==> config.mk <==
export PLATFORM = sky130hd
export DESIGN_NAME = ibex_trace_streamer
export DESIGN_NICKNAME = d
export VERILOG_FILES = /design/src/rtl/ibex_pkg.sv /design/src/rtl/ibex_trace_fifo.sv /design/src/rtl/ibex_trace_streamer.sv
export SDC_FILE = /design/constraint.sdc
export NUM_CORES = 1
export LEC_CHECK = 0
export ABC_AREA = 1
export BUFFER_PORTS_ARGS = -buffer_cell sky130_fd_sc_hd__buf_2
export CAP_MARGIN = 40
export CORE_MARGIN = 3
export CORE_UTILIZATION = 40
export CTS_CLUSTER_SIZE = 28
export DETAILED_ROUTE_END_ITERATION = 10
export GPL_ROUTABILITY_DRIVEN = 0
export HOLD_SLACK_MARGIN = 0.06
export MAX_ROUTING_LAYER = met4
export PLACE_DENSITY = 0.6
export SYNTH_ARGS = -nofsm -noshare
export SYNTH_HDL_FRONTEND = slang
export SYNTH_SLANG_ARGS = --single-unit
==> constraint.sdc <==
create_clock -name clk_i -period 12.4 [get_ports clk_i]
set_input_delay 2.48 -clock clk_i [delete_from_list [all_inputs] [get_ports clk_i]]
set_output_delay 2.48 -clock clk_i [all_outputs]
set_load 0.005 [all_outputs]
==> src/rtl/ibex_pkg.sv <==
// Shared types for the RVFI trace streamer: the captured retirement record,
// the packet word selector and the header encoder.
package ibex_pkg;

  localparam logic [7:0] TRACE_SYNC = 8'hA5;

  typedef struct packed {
    logic [7:0]  order8;
    logic        trap;
    logic        intr;
    logic [31:0] pc;
    logic [31:0] insn;
    logic [4:0]  rd_addr;
    logic [31:0] rd_wdata;
    logic [31:0] mem_addr;
    logic [3:0]  rmask;
    logic [3:0]  wmask;
    logic        ovf;
  } trace_rec_t;

  typedef enum logic [2:0] {
    SEL_HDR,
    SEL_PC,
    SEL_INSN,
    SEL_RD,
    SEL_MEM
  } trace_sel_e;

  function automatic logic rec_has_rd(input trace_rec_t rec);
    return rec.rd_addr != 5'd0;
  endfunction

  function automatic logic rec_has_mem(input trace_rec_t rec);
    return (rec.rmask | rec.wmask) != 4'd0;
  endfunction

  function automatic logic [31:0] make_header(input trace_rec_t rec);
    logic [31:0] hdr;
    hdr        = 32'd0;
    hdr[31:24] = TRACE_SYNC;
    hdr[22]    = rec.ovf;
    hdr[21:17] = rec.rd_addr;
    hdr[16:13] = rec.rmask | rec.wmask;
    hdr[12]    = rec.wmask != 4'd0;
    hdr[11]    = rec_has_mem(rec);
    hdr[10]    = rec_has_rd(rec);
    hdr[9]     = rec.intr;
    hdr[8]     = rec.trap;
    hdr[7:0]   = rec.order8;
    return hdr;
  endfunction

endpackage

==> src/rtl/ibex_trace_fifo.sv <==
// Small synchronous FIFO of trace records. The head is read straight from the
// storage registers, so a record written at one edge is visible the next cycle.
module ibex_trace_fifo
  import ibex_pkg::*;
#(
  parameter int unsigned Depth = 4
) (
  input  logic       clk_i,
  input  logic       rst_i,
  input  logic       push_i,
  input  trace_rec_t data_i,
  input  logic       pop_i,
  output logic       full_o,
  output logic       empty_o,
  output trace_rec_t head_o
);

  localparam int unsigned AW = (Depth > 1) ? $clog2(Depth) : 1;

  trace_rec_t     r_mem [Depth];
  logic [AW-1:0]  r_wr_ptr;
  logic [AW-1:0]  r_rd_ptr;
  logic [AW:0]    r_count;

  always_ff @(posedge clk_i) begin
    if (push_i) begin
      r_mem[r_wr_ptr] <= data_i;
    end
  end

  // Depth is a power of two, so the pointers wrap naturally.
  always_ff @(posedge clk_i) begin
    if (rst_i) begin
      r_wr_ptr <= '0;
      r_rd_ptr <= '0;
      r_count  <= '0;
    end else begin
      if (push_i) begin
        r_wr_ptr <= r_wr_ptr + 1'b1;
      end
      if (pop_i) begin
        r_rd_ptr <= r_rd_ptr + 1'b1;
      end
      case ({push_i, pop_i})
        2'b10:   r_count <= r_count + 1'b1;
        2'b01:   r_count <= r_count - 1'b1;
        default: r_count <= r_count;
      endcase
    end
  end

  assign full_o  = (r_count == (AW+1)'(Depth));
  assign empty_o = (r_count == '0);
  assign head_o  = r_mem[r_rd_ptr];

endmodule

==> src/rtl/ibex_trace_streamer.sv <==
// Captures RVFI retirements into a FIFO and serialises each one into a 3-5 word
// valid/ready packet; records that find the FIFO full are dropped and counted.
module ibex_trace_streamer
  import ibex_pkg::*;
#(
  parameter int unsigned Depth = 4
) (
  input  logic        clk_i,
  input  logic        rst_i,
  input  logic        enable_i,
  input  logic        rvfi_valid,
  input  logic [63:0] rvfi_order,
  input  logic [31:0] rvfi_insn,
  input  logic        rvfi_trap,
  input  logic        rvfi_intr,
  input  logic [31:0] rvfi_pc_rdata,
  input  logic [4:0]  rvfi_rd_addr,
  input  logic [31:0] rvfi_rd_wdata,
  input  logic [31:0] rvfi_mem_addr,
  input  logic [3:0]  rvfi_mem_rmask,
  input  logic [3:0]  rvfi_mem_wmask,
  output logic        trace_valid_o,
  input  logic        trace_ready_i,
  output logic [31:0] trace_data_o,
  output logic        trace_last_o,
  output logic [15:0] drop_cnt_o
);

  trace_sel_e  r_sel;
  trace_sel_e  w_sel_next;
  logic        r_ovf_pending;
  logic [15:0] r_drop_cnt;

  trace_rec_t  w_rec;
  trace_rec_t  w_head;
  logic        w_full;
  logic        w_empty;
  logic        w_push_req;
  logic        w_accept;
  logic        w_drop;
  logic        w_hs;
  logic        w_pop;
  logic        w_last;
  logic [31:0] w_data;
  logic        w_head_has_rd;
  logic        w_head_has_mem;
  logic        w_unused;

  assign w_unused = ^rvfi_order[63:8];

  always_comb begin
    w_rec          = '0;
    w_rec.order8   = rvfi_order[7:0];
    w_rec.trap     = rvfi_trap;
    w_rec.intr     = rvfi_intr;
    w_rec.pc       = rvfi_pc_rdata;
    w_rec.insn     = rvfi_insn;
    w_rec.rd_addr  = rvfi_rd_addr;
    w_rec.rd_wdata = rvfi_rd_wdata;
    w_rec.mem_addr = rvfi_mem_addr;
    w_rec.rmask    = rvfi_mem_rmask;
    w_rec.wmask    = rvfi_mem_wmask;
    w_rec.ovf      = r_ovf_pending;
  end

  // A full FIFO still accepts when its head packet leaves in the same cycle.
  assign w_push_req = enable_i && rvfi_valid;
  assign w_hs       = trace_valid_o && trace_ready_i;
  assign w_pop      = w_hs && w_last;
  assign w_accept   = w_push_req && (!w_full || w_pop);
  assign w_drop     = w_push_req && !w_accept;

  ibex_trace_fifo #(
    .Depth (Depth)
  ) u_fifo (
    .clk_i   (clk_i),
    .rst_i   (rst_i),
    .push_i  (w_accept),
    .data_i  (w_rec),
    .pop_i   (w_pop),
    .full_o  (w_full),
    .empty_o (w_empty),
    .head_o  (w_head)
  );

  assign w_head_has_rd  = rec_has_rd(w_head);
  assign w_head_has_mem = rec_has_mem(w_head);

  always_ff @(posedge clk_i) begin
    if (rst_i) begin
      r_sel <= SEL_HDR;
    end else begin
      r_sel <= w_sel_next;
    end
  end

  always_comb begin
    w_sel_next = r_sel;
    w_data     = 32'd0;
    w_last     = 1'b0;
    case (r_sel)
      SEL_HDR: begin
        w_data = make_header(w_head);
        if (w_hs) w_sel_next = SEL_PC;
      end
      SEL_PC: begin
        w_data = w_head.pc;
        if (w_hs) w_sel_next = SEL_INSN;
      end
      SEL_INSN: begin
        w_data = w_head.insn;
        w_last = !w_head_has_rd && !w_head_has_mem;
        if (w_hs) begin
          if (w_head_has_rd)       w_sel_next = SEL_RD;
          else if (w_head_has_mem) w_sel_next = SEL_MEM;
          else                     w_sel_next = SEL_HDR;
        end
      end
      SEL_RD: begin
        w_data = w_head.rd_wdata;
        w_last = !w_head_has_mem;
        if (w_hs) w_sel_next = w_head_has_mem ? SEL_MEM : SEL_HDR;
      end
      SEL_MEM: begin
        w_data = w_head.mem_addr;
        w_last = 1'b1;
        if (w_hs) w_sel_next = SEL_HDR;
      end
      default: begin
        w_sel_next = SEL_HDR;
      end
    endcase
  end

  // The overflow flag rides on the next record that makes it into the FIFO.
  always_ff @(posedge clk_i) begin
    if (rst_i) begin
      r_ovf_pending <= 1'b0;
      r_drop_cnt    <= 16'd0;
    end else begin
      if (w_drop) begin
        r_ovf_pending <= 1'b1;
        if (r_drop_cnt != 16'hFFFF) begin
          r_drop_cnt <= r_drop_cnt + 16'd1;
        end
      end else if (w_accept) begin
        r_ovf_pending <= 1'b0;
      end
    end
  end

  assign trace_valid_o = !w_empty;
  assign trace_data_o  = w_empty ? 32'd0 : w_data;
  assign trace_last_o  = !w_empty && w_last;
  assign drop_cnt_o    = r_drop_cnt;

endmodule
==> tab_implementation.tex, run 1 <==
\begin{tabular}{lr}
\hline
Metric & Value \\
\hline
\multicolumn{2}{l}{\textbf{Power}} \\
Worst VDD drop & 0.07583 mV \\
Static power due to leakage & 10.24 nW \\
Combinational Power Share & 4.2\% \\
Fraction of power spent switching nets & 20.50\% \\
Sequential fraction of design power & 53.7\% \\
Clock power frac & 42.1\% \\
Internal power contribution & 0.003580 W \\
P per Cell Area & 152.2 nW/um\^{}2 \\
NetSw & 0.0009232 W \\
\multicolumn{2}{l}{\textbf{Layout}} \\
Final net count & 2399 \\
Multi-input gate area in the final layout & 5774 um\^{}2 \\
Fraction of layout cells with a size suffix above 1 & 16.84\% \\
Signed area change from the synthesized netlist to the final layout & 17.11\% \\
Flip-flop and latch area & 18850 um\^{}2 \\
Share of the core filled with cells & 47.69\% \\
Fill cells & 5479 \\
Final non-filler cell total & 3093 \\
\multicolumn{2}{l}{\textbf{Yosys}} \\
Main combinational cell family by area after synthesis & compound AO/OA/AOI/OAI gates \\
Area share of the leading cell type in the synthesized netlist & 72.24\% \\
Synthesized-area fraction occupied by and/or/nand/nor cells & 10.84\% \\
Post-Syn Nets & 2204 \\
Complex-gate fraction of the synthesized area & 11.02\% \\
Yosys warnings & 0 \\
Average cell area after synthesis & 12.72 um\^{}2 \\
Share of synthesized area occupied by flip-flops and latches & 74.54\% \\
Xor and xnor area share after synthesis & 0.4852\% \\
Synth top area cells & edfxtp\_1, o21ai\_0, nor2\_1 \\
FFs w/ async S/R, synth & 0\% \\
Post-synthesis cell area & 25270 um\^{}2 \\
Primary flip-flop cell chosen by synthesis mapping & edfxtp\_1 \\
Count of distinct cell types in the synthesized netlist & 42 \\
Post-synth EDFFs & 608 \\
Top cells by count, synth & edfxtp\_1, nor2\_1, o21ai\_0 \\
Most frequent cell after synthesis & edfxtp\_1 \\
Number of instances in the synthesized netlist & 1986 \\
Flip-flop and latch count after synthesis & 637 \\
Largest area contributor in the synthesized netlist & edfxtp\_1 \\
Share of synthesized cell area in full adder, half adder and majority cells & 0.3268\% \\
Portion of netlist area occupied by mux cells & 0\% \\
\multicolumn{2}{l}{\textbf{Place}} \\
HPWL after detailed placement & 38480 um \\
DP Cell Count & 2947 \\
PortBufs & 205 \\
Worst Setup Slack post-DPL & 6.387 ns \\
\multicolumn{2}{l}{\textbf{Floorplan}} \\
Die H & 257.4 um \\
Die width & 257.4 um \\
Area of the core & 62050 um\^{}2 \\
Area of the die & 66230 um\^{}2 \\
Placement row count & 91 \\
Starting density of the core & 40.73\% \\
Io pins & 262 \\
\multicolumn{2}{l}{\textbf{STA}} \\
Final min period & 6.583 ns \\
Final WS setup & 5.817 ns \\
Number of hold violations in the final report & 0 \\
Final hold slack & 0.4967 ns \\
Portion of the clock cycle consumed by the worst path in the final layout & 53.09\% \\
Number of endpoints failing setup at the final stage & 0 \\
Unrepaired setup endpoints after global routing & no \\
Setup Skew & 0.02597 ns \\
Rel. slew slack & 42.28\% \\
Maximum achievable frequency & 0.1519 GHz \\
Total negative setup slack & 0 ns \\
Slew at the pin closest to its max-slew limit & 0.8658 ns \\
Final slew viol count & 0 \\
\multicolumn{2}{l}{\textbf{Critical path}} \\
Worst setup SP type & flip-flop \\
WP data required & 9.92 ns \\
Worst R2R Setup Slack & 6.97 ns \\
WP data arrival & 4.10 ns \\
Largest fanout on the critical path & 61 \\
Start-to-end type of the worst setup path & reg -> out \\
Worst setup EP type & output pin \\
\multicolumn{2}{l}{\textbf{Route}} \\
Vias post-DR & 16440 \\
Total routed wirelength & 64360 um \\
Average wire length per cell after detail routing & 20.81 um \\
Detailed-routing iteration count for the pre-antenna-repair pass & 5 \\
Iteration-0 DRC count of the detailed router & 1505 \\
Antenna viol nets, final & 0 \\
DRC errors left & 0 \\
Detail-routed via count per cell & 5.314 \\
\multicolumn{2}{l}{\textbf{GRT}} \\
Maximum number of pins on one net before global-route repair & 119 \\
Antenna violations before repair & 26 \\
Residual overflow from global routing & 0 \\
Vias in the first global route & 15610 \\
First-pass GRT wire length & 95790 um \\
Global-route usage over all layers & 19.52\% \\
\multicolumn{2}{l}{\textbf{Clock tree}} \\
Latest clock arrival within the worst-skew pair & 0.60 ns \\
Buffer count from post-CTS setup fixing & 0 \\
Number of levels in the clock H-tree & 3 \\
Number of hold buffers added after cts & 0 \\
Clock root buffer & clkbuf\_16 \\
Post-cts repair resize count & 0 \\
Clock slew at reported path FFs & 0.06 ns \\
CTS tree & built \\
Total clock buffers created by CTS & 69 \\
Clk buf depth & 3 \\
Sink Count & 637 \\
\multicolumn{2}{l}{\textbf{Job}} \\
Maximum capacitance violations & 0 \\
\multicolumn{2}{l}{\textbf{Worst hold path}} \\
Class of the most critical hold timing path & reg -> reg \\
\multicolumn{2}{l}{\textbf{Status}} \\
Result of the run & complete, no violations \\
\hline
\end{tabular}
[sequential cells by signal (all words and copies together), names as in the netlist, named ones only]
| name | cells |
|---|---|
| r_ovf_pending | 1 |
| u_fifo.r_mem | 608 |
| u_fifo.r_count | 3 |
| drop_cnt_o | 16 |
| u_fifo.r_wr_ptr | 2 |
| r_sel | 3 |
| u_fifo.r_rd_ptr | 2 |
[kinds of logic (layout without fill, tap and decap cells)]
family | count (synthesis) | in the layout
xor+xnor | 14 | 14
fa+ha+maj | 6 | 6
simple gates | 673 | 673
flops | 637 | 637
buf+inv | 165 | 412
other cells | 0 | 23
compound gates | 491 | 491
[metrics by stage]
| step | cell area, um^2 | power [W] |
|---|---|---|
| CTS | 29540 | 0.004553 |
| global placement | 27060 | 0.002639 |
| global route | 29580 | 0.004668 |
| floorplan | 25270 | 0.002553 |
| detailed placement | 27430 | 0.002654 |
| finish | 29590 | 0.004504 |
[worst max-delay path, stage by stage, from the launching register on]
cell      delay, ns
dfxtp_4        0.51
inv_4          0.47
buf_4          0.58
buf_4          0.70
o21ai_0        0.20
o22ai_1        0.25
nand2_1        0.10
nand3_1        0.20
a221oi_1       0.08
nor2_1         0.14
buf_2          0.13
[worst paths after layout]
| check | start | to | cells past startpoint |
|---|---|---|---|
| worst min register to register | u_fifo.r_rd_ptr[0]$_SDFFE_PP0P_ | flip-flop | 2 |
| worst max-delay path | flip-flop | trace_data_o[9] | 10 |
| worst min-delay path | u_fifo.r_rd_ptr[0]$_SDFFE_PP0P_ | flip-flop | 2 |
| worst max register to register | flip-flop | u_fifo.r_mem[1][54]$_DFFE_PP_ | 16 |
[power groups by stage]
stage | Sequential (W) | Combinational, W | Clock (W)
5_1_grt | 0.00242 | 0.000207 | 0.00204
3_3_place_gp | 0.00246 | 0.000176 | 0
2_1_floorplan | 0.00247 | 0.0000781 | 0
3_5_place_dp | 0.00246 | 0.000189 | 0
6_report | 0.00242 | 0.000188 | 0.00190
4_1_cts | 0.00242 | 0.000190 | 0.00194
[layout make-up]
class / count / area share (%)
flip-flops and latches: 637 / 63.68
multi-input cells: 1184 / 19.51
clock buffers: 100 / 6.688
repair buffers: 245 / 5.361
well taps: 837 / 3.539
inverters: 44 / 0.6003
clock inverters: 23 / 0.4270
diodes: 23 / 0.1945
[per-layer routing]
metal	GRT usage [%]	up-vias	wire [um]
li1	-	7706	-
met2	31.21	491	31700
met4	5.637	0	1042
met1	25.32	8154	27300
met5	-	-	0
met3	4.153	86	4326
[cell usage in the layout (no fill, tap or decap), types with 7 or more instances in the layout]
cell,instances
nand2_2,14
buf_4,25
a221oi_1,16
clkinv_1,14
buf_2,205
a22o_1,7
a21oi_1,41
xor2_1,13
clkbuf_1,23
clkbuf_16,74
nor3_1,7
inv_1,39
o21ai_0,283
nand3_1,66
dfxtp_1,27
o22ai_1,113
nor2_1,349
diode_2,23
buf_16,11
a21oi_2,10
a41oi_1,9
edfxtp_1,608
nand2_1,214
(Power assumes the default switching activity.)
==> run 2: changes to the inputs <==
clock period = 6.7 ns   (was 12.4 ns; I/O delays follow)
==> run 2 against run 1 <==
Die area unchanged; utilization decreased by 0.44 points; wire length decreased by 1.1%; largest cell class unchanged; cell area decreased by 0.92%; total power increased by 84%; highest routed layer unchanged; critical path type unchanged; clock-buffer cell count decreased by 10.
==> tab_implementation.tex, run 2 (synthesized netlist as in run 1, its figures left out) <==
\begin{tabular}{lr}
\hline
Metric & Value \\
\hline
\multicolumn{2}{l}{\textbf{STA}} \\
Final slew viol count & 0 \\
Number of hold violations in the final report & 0 \\
Unrepaired setup endpoints after global routing & no \\
Setup Skew & 0.02061 ns \\
Final min period & 4.821 ns \\
Slew at the pin closest to its max-slew limit & 1.102 ns \\
Portion of the clock cycle consumed by the worst path in the final layout & 71.95\% \\
Number of endpoints failing setup at the final stage & 0 \\
Maximum achievable frequency & 0.2074 GHz \\
Rel. slew slack & 26.53\% \\
\multicolumn{2}{l}{\textbf{Route}} \\
Detail-routed via count per cell & 5.286 \\
Detailed-routing iteration count for the pre-antenna-repair pass & 5 \\
Iteration-0 DRC count of the detailed router & 1327 \\
DRC errors left & 0 \\
Antenna viol nets, final & 0 \\
Vias post-DR & 16220 \\
Total routed wirelength & 63650 um \\
Average wire length per cell after detail routing & 20.74 um \\
\multicolumn{2}{l}{\textbf{Layout}} \\
Largest register FFs & 608 \\
Share of the core filled with cells & 47.25\% \\
Signed area change from the synthesized netlist to the final layout & 16.03\% \\
Largest register by flop count & u\_fifo.r\_mem \\
Most common library cell in the layout ignoring fill and taps & edfxtp\_1 \\
Most frequent cells in the layout & edfxtp\_1, nor2\_1, o21ai\_0, nand2\_1, buf\_2 \\
Fraction of layout cells with a size suffix above 1 & 16.31\% \\
Final net count & 2385 \\
\multicolumn{2}{l}{\textbf{Power}} \\
Internal power contribution & 0.006607 W \\
Static power due to leakage & 10.10 nW \\
Total power draw & 0.008309 W \\
Combinational Power Share & 4.0\% \\
Clock power frac & 42.0\% \\
Fraction of power spent switching nets & 20.48\% \\
Worst VDD drop & 0.1491 mV \\
NetSw & 0.001701 W \\
P per Cell Area & 283.4 nW/um\^{}2 \\
Sequential fraction of design power & 53.9\% \\
\multicolumn{2}{l}{\textbf{Clock tree}} \\
CTS tree & built \\
Post-cts repair resize count & 0 \\
Total clock buffers created by CTS & 67 \\
Clk buf depth & 3 \\
Sink Count & 637 \\
Buffer count from post-CTS setup fixing & 0 \\
Latest clock arrival within the worst-skew pair & 0.59 ns \\
Clock slew at reported path FFs & 0.06 ns \\
Number of hold buffers added after cts & 0 \\
Clock root buffer & clkbuf\_16 \\
Number of levels in the clock H-tree & 3 \\
\multicolumn{2}{l}{\textbf{Job}} \\
Maximum capacitance violations & 0 \\
\multicolumn{2}{l}{\textbf{Critical path}} \\
Worst setup EP type & output pin \\
Start-to-end type of the worst setup path & reg -> out \\
Logic depth of the worst register-to-register path & 15 \\
Largest fanout on the critical path & 212 \\
WP data arrival & 3.48 ns \\
WP data required & 5.36 ns \\
Worst setup SP type & flip-flop \\
Reg2Reg Capture Point & u\_fifo.r\_mem[1][72]\$\_DFFE\_PP\_ \\
Worst R2R Setup Slack & 2.52 ns \\
\multicolumn{2}{l}{\textbf{GRT}} \\
First-pass GRT wire length & 96100 um \\
Maximum number of pins on one net before global-route repair & 213 \\
Global-route usage over all layers & 19.51\% \\
Residual overflow from global routing & 0 \\
Vias in the first global route & 15770 \\
Antenna violations before repair & 24 \\
\multicolumn{2}{l}{\textbf{Worst hold path}} \\
Class of the most critical hold timing path & reg -> reg \\
Hold Path Depth & 1 \\
Min-delay src & u\_fifo.r\_rd\_ptr[1]\$\_SDFFE\_PP0P\_ \\
Destination of the worst hold path & u\_fifo.r\_rd\_ptr[1]\$\_SDFFE\_PP0P\_ \\
\multicolumn{2}{l}{\textbf{Status}} \\
Result of the run & complete, no violations \\
\multicolumn{2}{l}{\textbf{Floorplan}} \\
Area of the die & 66230 um\^{}2 \\
Io pins & 262 \\
Starting density of the core & 40.73\% \\
Placement row count & 91 \\
Die width & 257.4 um \\
Die H & 257.4 um \\
Area of the core & 62050 um\^{}2 \\
\multicolumn{2}{l}{\textbf{Place}} \\
HPWL after detailed placement & 36260 um \\
PortBufs & 205 \\
\hline
\end{tabular}
==> run 2: cell count changes in the layout (fill, tap and decap cells not counted), moves of 2 or more <==
cell,before,now
buf_4,25,16
buf_16,11,3
buf_12,2,7
clkbuf_16,74,69
diode_2,23,18
bufinv_16,0,4
clkbuf_8,3,0
clkinv_2,6,9
clkbuf_1,23,21
clkinv_1,14,12
==> run 2: area by class of cell <==
type | count | area, um^2
clock inverters | 26 | 227.7
repair buffers | 233 | 1399
well taps | 837 | 1047
clock buffers | 90 | 1805
diodes | 18 | 45.04
inverters | 44 | 177.7
flip-flops and latches | 637 | 18850
fillers | 5498 | 32730
multi-input cells | 1184 | 5774
==> run 2: worst max-delay path by stage <==
stage | startpoint | end | slack (ns)
floorplan | trace_ready_i | u_fifo.r_mem[0][0]$_DFFE_PP_ | -1.98
global placement | flip-flop | trace_last_o | 2.29
detailed placement | flip-flop | trace_last_o | 2.37
CTS | flip-flop | trace_last_o | 1.73
global route | flip-flop | trace_last_o | 1.55
finish | flip-flop | trace_last_o | 1.88
==> run 2: layer usage <==
metal	vias up	wire, um	track usage (%)
met2	449	30760	30.28
met4	0	1355	6.091
met3	90	4118	4.153
met1	8030	27420	25.90
met5	-	0	-
li1	7655	-	-
==> run 2: power by group through the flow <==
stage / logic [W] / registers, W / clock network (W)
2_1_floorplan: 0.000144 / 0.00458 / 0
3_3_place_gp: 0.000327 / 0.00456 / 0
3_5_place_dp: 0.000339 / 0.00456 / 0
4_1_cts: 0.000340 / 0.00448 / 0.00359
5_1_grt: 0.000373 / 0.00448 / 0.00375
6_report: 0.000336 / 0.00448 / 0.00349
==> run 2: per-stage QoR <==
stage / hold WS [ns] / instances / setup TNS [ns] / instance area [um^2] / setup slack (ns)
6_report: 0.4999 / 3069 / 0 / 29320 / 1.879
5_1_grt: 0.5173 / 3068 / 0 / 29320 / 1.554
4_1_cts: 0.5039 / 3051 / 0 / 29280 / 1.727
3_5_place_dp: 0.4829 / 2935 / 0 / 27240 / 2.370
3_3_place_gp: 0.4696 / 2929 / 0 / 27110 / 2.285
2_1_floorplan: 0.4549 / 1986 / -1206.28 / 25270 / -1.984
==> run 2: worst max-delay path: stages, from the launching register on <==
cell	delay [ns]
dfxtp_4	0.39
buf_12	0.55
buf_4	0.51
buf_12	0.30
nand2_1	0.07
nand3_1	0.09
nand2_1	0.09
nand2_1	0.12
nor2_2	0.09
nand2_2	0.11
nor2_1	0.05
nand2_1	0.08
a21oi_1	0.14
buf_2	0.17
